==> src/rtl/dct_seq_pkg.sv <==
// Shared types and helpers for the DCT block sequencer: state encoding,
// default block geometry and the end-of-block position test.
package dct_seq_pkg;

  typedef enum logic {
    ACCUM = 1'b0,
    LOAD  = 1'b1
  } seq_state_t;

  localparam int BLK_W_DEF = 8;
  localparam int BLK_H_DEF = 8;
  localparam int BLK_N     = BLK_W_DEF * BLK_H_DEF;
  localparam int X_W       = $clog2(BLK_W_DEF);
  localparam int Y_W       = $clog2(BLK_H_DEF);

  function automatic logic last_pos(input int x, input int y, input int w, input int h);
    return (x == w - 1) && (y == h - 1);
  endfunction

endpackage

==> src/rtl/dct_pos_counter.sv <==
// Raster x/y position counter for one pixel block; wraps (BLK_W-1,BLK_H-1) -> (0,0).
module dct_pos_counter
  import dct_seq_pkg::*;
#(
  parameter int BLK_W = BLK_W_DEF,
  parameter int BLK_H = BLK_H_DEF,
  localparam int XW = $clog2(BLK_W),
  localparam int YW = $clog2(BLK_H)
) (
  input  logic          clk,
  input  logic          rst_n,
  input  logic          inc,
  input  logic          clr,
  output logic [XW-1:0] x,
  output logic [YW-1:0] y,
  output logic          last
);

  always_ff @(posedge clk or negedge rst_n) begin
    if (!rst_n) begin
      x <= '0;
      y <= '0;
    end else if (clr) begin
      x <= '0;
      y <= '0;
    end else if (inc) begin
      if (x == XW'(BLK_W - 1)) begin
        x <= '0;
        y <= (y == YW'(BLK_H - 1)) ? '0 : y + 1'b1;
      end else begin
        x <= x + 1'b1;
      end
    end
  end

  assign last = last_pos(32'(x), 32'(y), BLK_W, BLK_H);

endmodule

==> src/rtl/dct_block_sequencer.sv <==
// Sequencer for one DCT block's shared accumulators and coef output registers.
// Optional macro DCT_BLOCK_SEQ_OVERLAP_EN: accumulate the next block while the previous one drains.
module dct_block_sequencer
  import dct_seq_pkg::*;
#(
  parameter int BLK_W  = BLK_W_DEF,
  parameter int BLK_H  = BLK_H_DEF,
  parameter int BCNT_W = 16
) (
  input  logic                      clk,
  input  logic                      rst_n,
  input  logic                      ena,
  input  logic                      din_valid,
  output logic                      din_ready,
  output logic [$clog2(BLK_W)-1:0]  x_idx,
  output logic [$clog2(BLK_H)-1:0]  y_idx,
  output logic                      acc_en,
  output logic                      acc_clr,
  output logic                      out_load,
  output logic                      blk_valid,
  input  logic                      blk_ready,
  output logic [BCNT_W-1:0]         blk_cnt
);

  seq_state_t state, state_nxt;
  logic accept, last, hs, load_fire, ready_ok;
  logic blk_valid_q;
  logic [BCNT_W-1:0] blk_cnt_q;

  dct_pos_counter #(.BLK_W(BLK_W), .BLK_H(BLK_H)) u_pos (
    .clk  (clk),
    .rst_n(rst_n),
    .inc  (accept),
    .clr  (load_fire),
    .x    (x_idx),
    .y    (y_idx),
    .last (last)
  );

`ifdef DCT_BLOCK_SEQ_OVERLAP_EN
  // Only the closing pixel must wait: it triggers LOAD, which overwrites the coef registers.
  assign ready_ok = !(blk_valid_q && !blk_ready && last);
`else
  assign ready_ok = !blk_valid_q;
`endif

  always_ff @(posedge clk or negedge rst_n) begin
    if (!rst_n) state <= ACCUM;
    else        state <= state_nxt;
  end

  always_comb begin
    state_nxt = state;
    case (state)
      ACCUM: if (accept && last) state_nxt = LOAD;
      LOAD:  if (ena)            state_nxt = ACCUM;
      default:                   state_nxt = ACCUM;
    endcase
  end

  always_comb begin
    din_ready = 1'b0;
    out_load  = 1'b0;
    case (state)
      ACCUM:   din_ready = ena && ready_ok;
      LOAD:    out_load  = ena;
      default: ;
    endcase
  end

  assign accept    = din_valid && din_ready;
  assign acc_en    = accept;
  assign acc_clr   = accept && (x_idx == '0) && (y_idx == '0);
  assign load_fire = out_load;
  assign hs        = ena && blk_valid_q && blk_ready;

  always_ff @(posedge clk or negedge rst_n) begin
    if (!rst_n) begin
      blk_valid_q <= 1'b0;
      blk_cnt_q   <= '0;
    end else begin
      if (load_fire)  blk_valid_q <= 1'b1;
      else if (hs)    blk_valid_q <= 1'b0;
      if (hs)         blk_cnt_q   <= blk_cnt_q + 1'b1;
    end
  end

  assign blk_valid = blk_valid_q;
  assign blk_cnt   = blk_cnt_q;

endmodule

==> config.mk <==
export PLATFORM = sky130hd
export DESIGN_NAME = dct_block_sequencer
export DESIGN_NICKNAME = d
export VERILOG_FILES = /design/src/rtl/dct_seq_pkg.sv /design/src/rtl/dct_pos_counter.sv /design/src/rtl/dct_block_sequencer.sv
export SDC_FILE = /design/constraint.sdc
export NUM_CORES = 1
export LEC_CHECK = 0
export ABC_AREA = 1
export BUFFER_PORTS_ARGS = -buffer_cell sky130_fd_sc_hd__buf_2
export CAP_MARGIN = 20
export CELL_PAD_IN_SITES_DETAIL_PLACEMENT = 1
export CELL_PAD_IN_SITES_GLOBAL_PLACEMENT = 2
export CORE_MARGIN = 3
export CORE_UTILIZATION = 30
export DETAILED_ROUTE_END_ITERATION = 8
export GPL_TIMING_DRIVEN = 0
export PLACE_DENSITY = 0.77
export SLEW_MARGIN = 20
export SYNTH_ARGS = -nofsm -noshare
export SYNTH_HDL_FRONTEND = slang
export SYNTH_SLANG_ARGS = --single-unit
export TNS_END_PERCENT = 100
==> constraint.sdc <==
create_clock -name clk -period 1.62 [get_ports clk]
set_clock_uncertainty 0.05 [all_clocks]
set_input_delay 0.162 -clock clk [delete_from_list [all_inputs] [get_ports clk]]
set_output_delay 0.162 -clock clk [all_outputs]
set_load 0.01 [all_outputs]
Word-level counts from Yosys, hierarchy flattened
Index checks and enable logic that the tools add are counted.

Add/subtract/negate cells: 3. Multipliers: 0. Div/mod/pow operators: 0. $lt $le $gt $ge: 0. Equality and inequality tests: 4. Shift operators: 0. Mux-type cells: 14. Bitwise logic cells: 1. Reduce and logical (&&, ||, !) cells: 15.

Operators with widths (count): 3-bit two-way mux (7); 16-bit by 1-bit adder with 16-bit output, second input constant (1); 1-bit logical AND (8); 3-bit by 1-bit adder with 3-bit output, second input constant (2); 3-bit by 1-bit == test with 1-bit output, second input constant (2); 3-bit == test, second input constant (2); 3-bit logical NOT (2); 1-bit two-way mux (6); 2-bit nonzero test (3); 1-bit one-hot mux with 2 select lines (1); 2-bit AND reduction (1); 1-bit logical NOT (1); 1-bit NOT (1).

Bits in registers: 24. Bits in latches: 0. Memory bits (writable): 0. Bits in read-only memories: 0. Input bits: 5. Word-level logic and storage cells: 42. Memories: 0.

Logic depth before layout (Yosys ltp)
Word-level depth: 7. Depth in mapped cells: 8. Depth with buffers taken out: 8.

Hierarchy
Synthesis repeated with hierarchy kept, for this count alone.

Cell total of the unflattened synthesis: 159. Area, all modules: 1291.2 um^2.

By module, submodules not included: dct_block_sequencer (times used 1, cells each 119, area each 954.7 um^2, seq. area each 450.4 um^2); dct_pos_counter (times used 1, cells each 40, area each 336.6 um^2, seq. area each 150.1 um^2).

Worst setup path after synthesis
OpenSTA, ideal clock, no wires.

Path kind: reg2reg. Start point: register blk_cnt_q[1] (netlist: blk_cnt[1]). End point: register blk_cnt_q[12] (netlist: blk_cnt[12]). Setup time: 117 ps. Arrival time: 1131 ps. Data required time: 1453 ps. Setup slack: 322 ps. Stages on the path, launching flop included: 9. Path buffers: 0. Cell sequence: dfrtp_1 -> ha_1 -> nand3_1 -> nor2_4 -> nand2_4 -> inv_2 -> nand2_1 -> nand2_1 -> nand2_1.

Longest elaborated chain between the ends: 1.

Ends and longest elaborated chain: start: declaration (RTL line dct_block_sequencer.sv:28) `logic [BCNT_W-1:0] blk_cnt_q;`; start signal: assignment (RTL line dct_block_sequencer.sv:84) `if (hs) blk_cnt_q <= blk_cnt_q + 1'b1;`; 16-bit by 1-bit adder with 16-bit output (RTL line dct_block_sequencer.sv:84).

No other way between the ends. A chain may end at the register's enable or synchronous reset.

Final worst setup path
Start point: register u_pos.x[0]. End point: output port acc_clr.

Longest elaborated chain between the ends: 3.

Ends and longest elaborated chain: start: declaration (RTL line dct_pos_counter.sv:14) `output logic [XW-1:0] x,`; start signal: assignment (RTL line dct_pos_counter.sv:31) `x <= x + 1'b1;`; 3-bit logical NOT (RTL line dct_block_sequencer.sv:73) `assign acc_clr = accept && (x_idx == '0) && (y_idx == '0);`; 1-bit logical AND (2 in series) (RTL line dct_block_sequencer.sv:73); end: declaration (RTL line dct_block_sequencer.sv:18) `output logic acc_clr,`.

No other way between the ends.

==> results.py <==
metrics = {
    "outcome": {
        "outcome": "finished clean",
    },
    "global_route": {
        "initial_antenna_violation_count": 0,
        "pin_count_of_the_biggest_net_entering_global_routing": 25,
        "number_of_global_route_vias_before_repair": 1143,
        "grt_overflow_total": 0,
        "wire_length_of_the_first_global_routing_pass_um": 5390,
        "global_route.usage.total": 0.132,
    },
    "placed_design": {
        "io_buffers": 31,
        "dp_hpwl_um": 2360,
        "place_congestion": 0.805,
    },
    "cells_and_area": {
        "share_of_final_layout_standard_cells_stronger_than_drive_strength_1": 0.274,
        "finish.net_count": 199,
        "nFillCells": 502,
        "num_antenna_cells": 0,
        "area.growth.synth_to_final_pct": 25.3,
    },
    "pwr": {
        "cellLeakagePower_nw": 0.862,
        "irDropWorstVdd_v": 0.000462,
        "p_total_mw": 1.95,
        "pwr_density_cell_mw_per_mm2": 1220,
    },
    "detailed_routing": {
        "drcViolationCount": 0,
        "final_antenna_net_count": 0,
        "drt-pass1-iter-count": 4,
        "via_count": 1080,
        "initial_drc_count": 39,
        "route.detailed.vias_per_inst": 4.58,
        "finalWirelength_um": 3160,
        "route.detailed.wl_per_inst_um": 13.4,
    },
    "cts": {
        "clk_transition_reported_paths_ns": 0.09,
        "clock-sinks": 24,
        "clk-insertion-delay-late_ns": 0.27,
        "h-tree-depth": 1,
        "tritoncts": "built",
        "cts_root_buf": "sky130_fd_sc_hd__clkbuf_8",
        "cts_buffers": 3,
        "clock_tree_buf_depth": 2,
    },
    "floorplanning": {
        "boundaryPins": 32,
        "die_h_um": 71.3,
        "fp.dieW_um": 71.3,
        "core.rowCount": 23,
        "floorplan.initialDensity": 0.315,
        "die-area_mm2": 0.00508,
        "core-area_mm2": 0.00406,
    },
    "critical_path": {
        "worstSetupEndpointType": "output pin",
        "cp.arrival_ns": 1.33,
        "worstSetupPathType": "register to output pin",
        "timing.critical_path.required_ns": 1.41,
        "setup.worst_path.start_class": "register",
        "worstPathMaxFanout": 3,
        "timing.reg2reg.setup_slack_ns": 0.21,
    },
    "sta": {
        "worst-slew-pin-transition_ns": 0.580,
        "min_period_over_period": 0.955,
        "relSlewSlack": 0.614,
        "worst_hold_slack_ns": 0.123,
        "period_needed_ns": 1.55,
        "maxSlewViolCount": 0,
        "fmax_ghz": 0.647,
        "finalSetupViolCount": 0,
        "finalHoldViolCount": 0,
    },
    "synth": {
        "synth.lib_cells_used.distinct": 20,
        "yosysWarningCount": 0,
        "synth-adder-area-share": 0.0686,
        "synth_top_family_by_area": "simple AND/OR/NAND/NOR gates",
        "area_share_of_and_or_nand_nor_cells_after_synthesis": 0.296,
        "synthMuxAreaShare": 0,
        "synth.cell_area_mm2": 0.00128,
        "synth_nets": 159,
        "synth-seq-cells": 24,
        "synth-xor-area-share": 0.0686,
        "compound_cell_area_share_of_the_yosys_netlist": 0.0411,
        "synth_cells": 147,
        "synth_seq_area_share": 0.470,
        "syn_area_per_cell_um2": 8.69,
    },
    "run": {
        "max_cap_viol_count": 0,
    },
    "min_path": {
        "worst_hold_path_class": "input port to register",
    },
}
[sequential cells by signal, summed over array words and instances, names as in the netlist]
register and count:
u_pos.y 3, u_pos.x 3, state 1, blk_valid 1
blk_cnt 16
[power breakdown]
part | internal (mW) | switching, mW | leakage, nW | total (mW)
Sequential | 0.712 | 0.127 | 0.311 | 0.839
Combinational | 0.258 | 0.310 | 0.516 | 0.569
Clock | 0.331 | 0.212 | 0.0357 | 0.542
Total | 1.30 | 0.649 | 0.862 | 1.95
[layout make-up]
cell class              count  area (µm²)  area share
inverters                  19        71.3      0.0446
clock inverters             1        30.0      0.0188
repair buffers             35         188       0.117
multi-input cells         104         606       0.378
flip-flops and latches     24         602       0.376
clock buffers               3        41.3      0.0258
well taps                  50        62.6      0.0391
[worst paths after layout]
kind                       cells after the start          end   startpoint
max                                            5      acc_clr   u_pos.x[0]
min                                            2        state          ena
max reg2reg                                    7   u_pos.y[2]   u_pos.x[0]
min reg2reg                                    1  blk_cnt[11]  blk_cnt[11]
max in group asynchronous                      2   u_pos.y[0]        rst_n
min in group asynchronous                      2   u_pos.y[1]        rst_n
[cells by family (layout without fill, tap and decap cells)]
kind of cell | Yosys count | after routing
compound gates | 10 | 10
xor+xnor | 10 | 10
fa+ha+maj | 7 | 7
buf+inv | 19 | 58
flops | 24 | 24
simple gates | 77 | 77
[cell usage after synthesis, drive strengths merged]
library cell  count  area share
nand2            42        0.14
dfrtp            24        0.47
inv              19       0.056
nor2             18       0.071
o21ai             9       0.035
ha                7       0.069
nand3             7       0.037
nand4             6       0.029
xnor2             5       0.034
xor2              5       0.034
nand3b            2       0.012
nor3              2      0.0078
o21bai            1      0.0059
[cells in the final DEF, fill, tap and decap left out, drive strengths merged]
cell,Yosys,final
inv,19,19
nand4,6,6
nand3b,2,2
xnor2,5,5
ha,7,7
o21bai,1,1
nand2,42,42
buf,0,34
bufinv,0,1
o21ai,9,9
dlygate4sd3,0,1
clkbuf,0,3
nor3,2,2
nor2,18,18
xor2,5,5
dfrtp,24,24
nand3,7,7
[through the flow]
step | instances | util | setup slack, ns | area (µm²) | setup TNS (ns)
floorplan | 147 | - | 0.322 | 1280 | 0
global placement | 228 | 0.368 | 0.248 | 1500 | 0
detailed placement | 228 | 0.368 | 0.248 | 1500 | 0
CTS | 233 | 0.389 | 0.0603 | 1580 | 0
global route | 236 | 0.394 | -0.0305 | 1600 | -0.0366
finish | 236 | 0.394 | 0.0734 | 1600 | 0
[timing repair]
action,4_1_cts,5_1_grt
hold buffers,1,0
endpoints found under the setup margin,0,1
setup buffers,0,3
endpoints found under the hold margin,24,0
resized for setup,0,1
[worst max-delay path: stages, from the launching register on]
cell and delay, ns:
sky130_fd_sc_hd__dfrtp_1 0.41, sky130_fd_sc_hd__inv_1 0.09, sky130_fd_sc_hd__ha_1 0.16, sky130_fd_sc_hd__nand3_1 0.08, sky130_fd_sc_hd__nor3_1 0.16, sky130_fd_sc_hd__buf_2 0.16
[routing by layer]
metal | up-vias | global-route usage | part of all wire
met5 | - | 0 | 0
met4 | 0 | 0.0501 | 0.016
met3 | 4 | 0.0238 | 0.037
met2 | 21 | 0.196 | 0.44
met1 | 513 | 0.191 | 0.50
li1 | 542 | - | -
Note: power is estimated with default switching activity, not from simulation.
